--- src/rtl/dmem_access_seq.sv ---
// Data-memory access sequencer: turns single-cycle load/store decode into a req/ready
// handshake, stalls the PC while outstanding, and aligns/extends load data for writeback.
module dmem_access_seq #(
    parameter int unsigned TIMEOUT = 15
) (
    input  logic        clk_i,
    input  logic        rst_ni,
    input  logic        memread_i,
    input  logic        memwrite_i,
    input  logic [2:0]  funct3_i,
    input  logic [31:0] addr_i,
    input  logic [31:0] wdata_i,
    output logic        mem_req_o,
    output logic        mem_we_o,
    output logic [31:0] mem_addr_o,
    output logic [31:0] mem_wdata_o,
    output logic [3:0]  mem_be_o,
    input  logic        mem_ready_i,
    input  logic [31:0] mem_rdata_i,
    output logic        stall_o,
    output logic [31:0] load_data_o,
    output logic        load_valid_o,
    output logic        mem_fault_o
);

    localparam int unsigned CntW = (TIMEOUT < 2) ? 1 : $clog2(TIMEOUT);
    localparam logic [CntW-1:0] CntLast = CntW'(TIMEOUT - 1);

    typedef enum logic [1:0] {StIdle, StBusy, StDone, StFault} state_e;

    state_e          state_q, state_d;
    logic [CntW-1:0] cnt_q, cnt_d;
    logic            mem_req_q, mem_req_d;
    logic            mem_we_q, mem_we_d;
    logic [31:0]     mem_addr_q, mem_addr_d;
    logic [31:0]     mem_wdata_q, mem_wdata_d;
    logic [3:0]      mem_be_q, mem_be_d;
    logic [31:0]     load_data_q, load_data_d;
    logic            load_valid_q, load_valid_d;
    logic            mem_fault_q, mem_fault_d;
    logic [1:0]      size_q, size_d;
    logic            zext_q, zext_d;
    logic [1:0]      off_q, off_d;

    logic            access;
    logic            misaligned;
    logic [3:0]      be_dec;
    logic [31:0]     wdata_rep;
    logic [31:0]     rdata_shift;
    logic [31:0]     rdata_aligned;

    assign access = memread_i | memwrite_i;

    // Decode-side helpers, driven straight from the ALU/decode inputs.
    always_comb begin
        misaligned = 1'b0;
        be_dec     = 4'b0000;
        wdata_rep  = wdata_i;
        unique case (funct3_i[1:0])
            2'b00: begin
                be_dec    = 4'b0001 << addr_i[1:0];
                wdata_rep = {4{wdata_i[7:0]}};
            end
            2'b01: begin
                misaligned = addr_i[0];
                be_dec     = 4'b0011 << addr_i[1:0];
                wdata_rep  = {2{wdata_i[15:0]}};
            end
            2'b10: begin
                misaligned = (addr_i[1:0] != 2'b00);
                be_dec     = 4'b1111;
            end
            default: misaligned = 1'b1;
        endcase
    end

    // Load lane select uses the latched offset, not the live address.
    always_comb begin
        rdata_shift   = mem_rdata_i >> {off_q, 3'b000};
        rdata_aligned = mem_rdata_i;
        unique case (size_q)
            2'b00: rdata_aligned = zext_q ? {24'b0, rdata_shift[7:0]}
                                          : {{24{rdata_shift[7]}}, rdata_shift[7:0]};
            2'b01: rdata_aligned = zext_q ? {16'b0, rdata_shift[15:0]}
                                          : {{16{rdata_shift[15]}}, rdata_shift[15:0]};
            default: rdata_aligned = mem_rdata_i;
        endcase
    end

    always_comb begin
        state_d      = state_q;
        cnt_d        = cnt_q;
        mem_req_d    = mem_req_q;
        mem_we_d     = mem_we_q;
        mem_addr_d   = mem_addr_q;
        mem_wdata_d  = mem_wdata_q;
        mem_be_d     = mem_be_q;
        load_data_d  = load_data_q;
        load_valid_d = 1'b0;
        mem_fault_d  = 1'b0;
        size_d       = size_q;
        zext_d       = zext_q;
        off_d        = off_q;
        unique case (state_q)
            StIdle: begin
                if (access) begin
                    cnt_d       = '0;
                    mem_we_d    = memwrite_i;
                    mem_addr_d  = {addr_i[31:2], 2'b00};
                    mem_wdata_d = wdata_rep;
                    mem_be_d    = be_dec;
                    size_d      = funct3_i[1:0];
                    zext_d      = funct3_i[2];
                    off_d       = addr_i[1:0];
                    if (misaligned) begin
                        state_d     = StFault;
                        mem_req_d   = 1'b0;
                        mem_fault_d = 1'b1;
                        load_data_d = '0;
                    end else begin
                        state_d   = StBusy;
                        mem_req_d = 1'b1;
                    end
                end
            end
            StBusy: begin
                if (mem_ready_i) begin
                    state_d   = StDone;
                    mem_req_d = 1'b0;
                    if (!mem_we_q) begin
                        load_data_d  = rdata_aligned;
                        load_valid_d = 1'b1;
                    end
                end else if (cnt_q == CntLast) begin
                    state_d     = StFault;
                    mem_req_d   = 1'b0;
                    mem_fault_d = 1'b1;
                    load_data_d = '0;
                end else begin
                    cnt_d = cnt_q + 1'b1;
                end
            end
            StDone:  state_d = StIdle;
            StFault: state_d = StIdle;
            default: state_d = StIdle;
        endcase
    end

    always_ff @(posedge clk_i) begin
        if (!rst_ni) begin
            state_q      <= StIdle;
            cnt_q        <= '0;
            mem_req_q    <= 1'b0;
            mem_we_q     <= 1'b0;
            mem_addr_q   <= '0;
            mem_wdata_q  <= '0;
            mem_be_q     <= '0;
            load_data_q  <= '0;
            load_valid_q <= 1'b0;
            mem_fault_q  <= 1'b0;
            size_q       <= '0;
            zext_q       <= 1'b0;
            off_q        <= '0;
        end else begin
            state_q      <= state_d;
            cnt_q        <= cnt_d;
            mem_req_q    <= mem_req_d;
            mem_we_q     <= mem_we_d;
            mem_addr_q   <= mem_addr_d;
            mem_wdata_q  <= mem_wdata_d;
            mem_be_q     <= mem_be_d;
            load_data_q  <= load_data_d;
            load_valid_q <= load_valid_d;
            mem_fault_q  <= mem_fault_d;
            size_q       <= size_d;
            zext_q       <= zext_d;
            off_q        <= off_d;
        end
    end

    assign stall_o = rst_ni & (((state_q == StIdle) & access) | (state_q == StBusy));

    assign mem_req_o    = mem_req_q;
    assign mem_we_o     = mem_we_q;
    assign mem_addr_o   = mem_addr_q;
    assign mem_wdata_o  = mem_wdata_q;
    assign mem_be_o     = mem_be_q;
    assign load_data_o  = load_data_q;
    assign load_valid_o = load_valid_q;
    assign mem_fault_o  = mem_fault_q;

endmodule

--- config.mk ---
export PLATFORM = sky130hd
export DESIGN_NAME = dmem_access_seq
export DESIGN_NICKNAME = d
export VERILOG_FILES = /design/src/rtl/dmem_access_seq.sv
export SDC_FILE = /design/constraint.sdc
export NUM_CORES = 1
export LEC_CHECK = 0
export ABC_AREA = 1
export ABC_CLOCK_PERIOD_IN_PS = 2000
export CORE_MARGIN = 10
export CORE_UTILIZATION = 40
export CTS_BUF_LIST = sky130_fd_sc_hd__clkbuf_8
export CTS_CLUSTER_DIAMETER = 50
export CTS_CLUSTER_SIZE = 8
export DETAILED_ROUTE_END_ITERATION = 16
export PLACE_DENSITY = 0.79
export SKIP_CTS_REPAIR_TIMING = 1
export SYNTH_ARGS = -nofsm -noshare
export SYNTH_HDL_FRONTEND = slang
export SYNTH_SLANG_ARGS = --single-unit
--- constraint.sdc ---
create_clock -name clk_i -period 2 [get_ports clk_i]
set_input_delay 0.4 -clock clk_i [delete_from_list [all_inputs] [get_ports clk_i]]
set_output_delay 0.4 -clock clk_i [all_outputs]
set_load 0.005 [all_outputs]
==> results.toml, run 1 <==
[sta]
finalMaxSlewViolations = 0
tightest_slew_ns = 0.696
tns_ns = 0
setup_viol_count_final = 0
hold_violations = 0
slew_headroom = 0.536
period_minus_slack_ns = 1.84
fmaxAchievable_ghz = 0.545
fin_crit_sh = 0.918
rsz0062_at_grt = "false"
layout_setup_ws_ns = 0.164
fin_worst_skew_ns = 0.0131

[critical_path]
critical_path_depth = 1
crit_required_ns = 1.60
path_delay_family = "buffers and inverters"
rr_worst_depth = 11
critPathMaxStageDelay_ns = 0.56
critPathMaxFanout = 4
cp_cell_sequence = "clkdlybuf4s50_1"
path_buf_inv = 1
cp-end-kind = "output pin"
cp_slowest_cell = "clkdlybuf4s50_1"
critPathArrivalTime_ns = 1.44
worstSetupPathType = "register to output pin"
crit_path_start_kind = "register"

[flow_run]
maxCapViolations = 0

[yosys]
synth_flop_cell = "dfxtp_1"
synth_edf_count = 0
avgSynthCellArea_um2 = 6.78
synth_cells = 790
yosysWarnings = 0
async_flop_share = 0
synth.distinct_cells = 32
yosys_register_bits = 113
ys_seq_area_frac = 0.422
synth_area_mm2 = 0.00536

[die]
die_h_um = 136
ios = 209
core_mm2 = 0.0132
fp.dieW_um = 136
start_util = 0.406
rows = 42
die-area_mm2 = 0.0184

[placement]
dpl_worst_slack_ns = -0.116
dpl.hpwl_mm = 13.9
gp_congestion = 0.902
numPortBuffers = 206

[min_path]
hold_depth = 2
min_path_type = "register to register"

[detailed_routing]
vias = 5862
wl_per_cell_um = 15.6
dr.pass1.iters = 5
wl_mm = 18.6
drt.antenna.violating_nets = 0
first_iter_violations = 537
route.detailed.drc = 0
routed_via_density = 4.92

[power_and_ir_drop]
p_leak_nw = 3.33
p_per_area_mw_per_mm2 = 842
ir_worst_vdd_v = 0.000540

[clock_tree]
path_clk_slew_ns = 0.07
cts_tree = "built"
cts_buffers = 17
cts_root_buffer = "clkbuf_8"
clock-sinks = 113
clk_path_buf_depth = 2
clock_latency_ns = 0.45
htree_num_levels = 4

[final_layout]
antenna_cells = 0
nets = 1109
drive_above_1_share = 0.0876
mostFrequentLayoutCell = "clkdlybuf4s50_1"
area_growth_pct = 52.1
fin_util = 0.618
layout_common_cells = "clkdlybuf4s50_1, nor2_1, nand2_1, dfxtp_1, inv_1"
n_fill_cell = 1200

[global_routing]
grt_pass1_vias = 5711
grt_pass1_wl_mm = 29.0
antenna_found_initial = 0
grt_max_degree = 63
gr-total-overflow = 0
grt_usage = 0.197

[outcome]
status = "finished, final reports clean"
-- sequential cells by signal, summed over array words and instances, names as in the netlist --
register      flops
load_data_o      32
mem_be_o          4
off_q             2
load_valid_o      1
mem_addr_o       30
mem_we_o          1
mem_req_o         1
mem_wdata_o      32
mem_fault_o       1
state_q           2
size_q            2
cnt_q             4
zext_q            1
-- kinds of logic (layout without fill, tap and decap cells) --
kind of cell	Yosys count	in the layout	share of synthesized area
buf+inv	134	359	0.109
fa+ha+maj	2	2	0.00467
flops	113	113	0.422
compound gates	165	165	0.164
simple gates	375	375	0.300
other cells	1	2	0.000700
-- routing by layer --
layer	routed length [µm]	vias to the layer above	share of wire	global-route usage
met5	0	-	0	0
met4	412	0	0.022	0.0783
met3	2430	32	0.13	0.106
met2	8350	241	0.45	0.312
met1	7410	2637	0.40	0.218
li1	-	2952	-	-
-- area by class of cell --
class / count / area [µm²] / share of cell area
multi-input cells: 544 / 2520 / 0.309
clock inverters: 13 / 159 / 0.0195
repair buffers: 240 / 2390 / 0.294
clock buffers: 19 / 262 / 0.0321
inverters: 87 / 328 / 0.0402
flip-flops and latches: 113 / 2260 / 0.278
well taps: 176 / 220 / 0.0270
-- worst min-delay path, cell delays in order (launching register included) --
cell	delay (ns)
dfxtp_1	0.31
nand2_1	0.06
a21oi_1	0.05
-- cells in the mapped netlist (8+ instances only) --
cell	instances	area, µm²
o22ai_1	14	87.6
clkbuf_1	22	82.6
a21oi_1	65	325
nand2_1	152	571
a31oi_1	8	50.1
o211ai_1	8	60.1
nand4_1	16	100
nand3_1	30	150
inv_1	79	297
o21ai_0	68	340
buf_4	9	67.6
dfxtp_1	113	2260
nor2_1	160	601
buf_2	11	55.1
-- stage by stage --
step | instances | hold WS, ns | instance area (µm²) | power, mW
2_1_floorplan | 791 | 0.444 | 5360 | 3.60
3_3_place_gp | 1160 | 0.450 | 7720 | 4.58
3_5_place_dp | 1160 | 0.454 | 7720 | 4.60
4_1_cts | 1192 | 0.465 | 8140 | 6.91
5_1_grt | 1192 | 0.478 | 8150 | 7.20
6_report | 1192 | 0.464 | 8150 | 6.86
-- worst paths after layout --
| kind | startpoint | to | slack [ns] |
|---|---|---|---|
| setup / recovery | mem_we_o | mem_we_o | 0.16 |
| hold / removal | mem_req_o | mem_req_o | 0.46 |
| setup reg to reg | cnt_q[0] | load_data_o[31] | 0.29 |
| hold reg to reg | mem_req_o | mem_req_o | 0.46 |
-- power by group --
part	leakage (nW)	internal, mW	switching [mW]
clock network	0.208	1.30	1.00
registers	0.929	2.47	0.124
logic	2.19	0.962	0.997
total	3.33	4.73	2.13
Note: power is estimated with default switching activity, not from simulation.
==> run 2, diff against run 1 <==
--- a/config.mk
+++ b/config.mk
@@ -6,7 +6,7 @@
 export NUM_CORES = 1
 export LEC_CHECK = 0
 export ABC_AREA = 1
-export ABC_CLOCK_PERIOD_IN_PS = 2000
+export ABC_CLOCK_PERIOD_IN_PS = 1700
 export CORE_MARGIN = 10
 export CORE_UTILIZATION = 40
 export CTS_BUF_LIST = sky130_fd_sc_hd__clkbuf_8
==> constraint.sdc (replaced) <==
create_clock -name clk_i -period 1.7 [get_ports clk_i]
set_input_delay 0.34 -clock clk_i [delete_from_list [all_inputs] [get_ports clk_i]]
set_output_delay 0.34 -clock clk_i [all_outputs]
set_load 0.005 [all_outputs]
==> run 2 against run 1 <==
Against the previous run:
- sequential cell count unchanged
- first-iteration DRC count up 14%
- worst hold slack worse by 0.016 ns
- sequential power up 17%
- combinational power up 24%
- total power up 20%
- count of clock-buffer cells in the layout up 1
- final area up 3.8%
- sequential share of layout area down 0.95 points
- largest power group unchanged
==> results.toml, run 2 (synthesis gave the netlist of run 1 again) <==
[global_routing]
grt_max_degree = 63
met1_usage = 0.220
grt_pass1_vias = 5647
use_met3 = 0.110
grtUsageMet2 = 0.319
grt_usage = 0.198
antenna_found_initial = 0
gr-total-overflow = 0
grt-busiest-layer = "met2"
grt_pass1_wl_mm = 29.1

[critical_path]
cp-startpoint = "load_data_o[21]"
timing.rr.start = "cnt_q[0]"
crit_path_start_kind = "register"
critPathMaxFanout = 2
worstSetupPathType = "register to output pin"
critPathMaxStageDelay_ns = 0.51
crit_required_ns = 1.36
path_delay_family = "buffers and inverters"
path_buf_inv = 1
cp_slowest_cell = "clkdlybuf4s50_1"
cp_cell_sequence = "clkdlybuf4s50_1"
cp-end-kind = "output pin"
critPathArrivalTime_ns = 1.32

[die]
ios = 209
die_h_um = 136
die-area_mm2 = 0.0184
rows = 42
fp.dieW_um = 136
start_util = 0.406
core_mm2 = 0.0132

[clock_tree]
cts_buffers = 17
clk_path_buf_depth = 2
clock-sinks = 113
cts_tree = "built"
path_clk_slew_ns = 0.07
clock_latency_ns = 0.45
htree_num_levels = 4
cts_root_buffer = "clkbuf_8"

[detailed_routing]
drt.antenna.violating_nets = 0
dr.pass1.iters = 5
wl_mm = 19.0
routed_via_density = 4.89
wl_per_cell_um = 15.7
vias = 5933
first_iter_violations = 613
route.detailed.drc = 0

[sta]
rsz0062_at_grt = "true"
fin_worst_skew_ns = 0.0105
setup_viol_count_final = 0
hold_violations = 0
tightest_slew_ns = 0.733
fin_crit_sh = 0.974
period_minus_slack_ns = 1.66
finalMaxSlewViolations = 0
fmaxAchievable_ghz = 0.604
slew_headroom = 0.511
tns_ns = 0

[power_and_ir_drop]
p_per_area_mw_per_mm2 = 974
ir_worst_vdd_v = 0.000745
finalPower_mw = 8.23
p_leak_nw = 3.78

[min_path]
min_from = "wdata_i[25]"
min_path_type = "input port to register"

[final_layout]
n_fill_cell = 1155
layout_common_cells = "clkdlybuf4s50_1, nor2_1, nand2_1, dfxtp_1, inv_1"
nets = 1130
area_growth_pct = 57.9
mostFrequentLayoutCell = "clkdlybuf4s50_1"
drive_above_1_share = 0.120
antenna_cells = 0

[placement]
gp_congestion = 0.913
dpl.hpwl_mm = 13.9
numPortBuffers = 206

[flow_run]
maxCapViolations = 0

[outcome]
status = "finished, final reports clean"
## run 2: cell count changes in the layout (fill, tap and decap cells not counted), moves of 5 or more
| cell | delta |
|---|---|
| clkdlybuf4s50_1 | -22 |
| buf_4 | +15 |
| dfxtp_1 | -5 |
| dlymetal6s2s_1 | +21 |
| dfxtp_2 | +5 |
## run 2: cell type report
type                    instances  area, µm²  area share
inverters                      87        340      0.0402
clock buffers                  20        275      0.0325
flip-flops and latches        113       2270       0.268
well taps                     176        220      0.0260
multi-input cells             545       2560       0.302
repair buffers                260       2640       0.312
clock inverters                12        154      0.0182
## run 2: power breakdown
group          switching, mW  internal [mW]
registers              0.142           2.91
clock network           1.18           1.57
logic                   1.22           1.21
## run 2: worst paths after layout
check / endpoint / slack (ns) / depth (start not counted)
setup / recovery: load_data_o[21] / 0.04 / 1
hold reg to reg: mem_req_o / 0.46 / 2
hold / removal: mem_wdata_o[25] / 0.45 / 3
setup reg to reg: load_data_o[14] / 0.11 / 10
## run 2: metrics by stage
stage               setup slack, ns   util  hold WS, ns  instance area (µm²)  instances
CTS                          -0.408  0.628        0.431                 8280       1209
floorplan                     0.108      -        0.444                 5360        791
detailed placement           -0.334  0.595        0.454                 7850       1177
global placement             -0.302  0.595        0.449                 7850       1177
finish                       0.0447  0.641        0.448                 8460       1213
global route                -0.0357  0.641        0.443                 8460       1213
## run 2: layer usage
| layer | part of all wire | vias to the layer above |
|---|---|---|
| met5 | 0 | - |
| met4 | 0.0075 | 0 |
| met3 | 0.13 | 14 |
| met2 | 0.47 | 245 |
| met1 | 0.39 | 2679 |
| li1 | - | 2995 |
==> run 3, diff against run 2 <==
--- a/config.mk
+++ b/config.mk
@@ -13,6 +13,7 @@
 export CTS_CLUSTER_DIAMETER = 50
 export CTS_CLUSTER_SIZE = 8
 export DETAILED_ROUTE_END_ITERATION = 16
+export HOLD_SLACK_MARGIN = 0.08
 export PLACE_DENSITY = 0.79
 export SKIP_CTS_REPAIR_TIMING = 1
 export SYNTH_ARGS = -nofsm -noshare
==> results of run 3 <==
The final DEF is identical to that of run 2; final timing and power are the same.
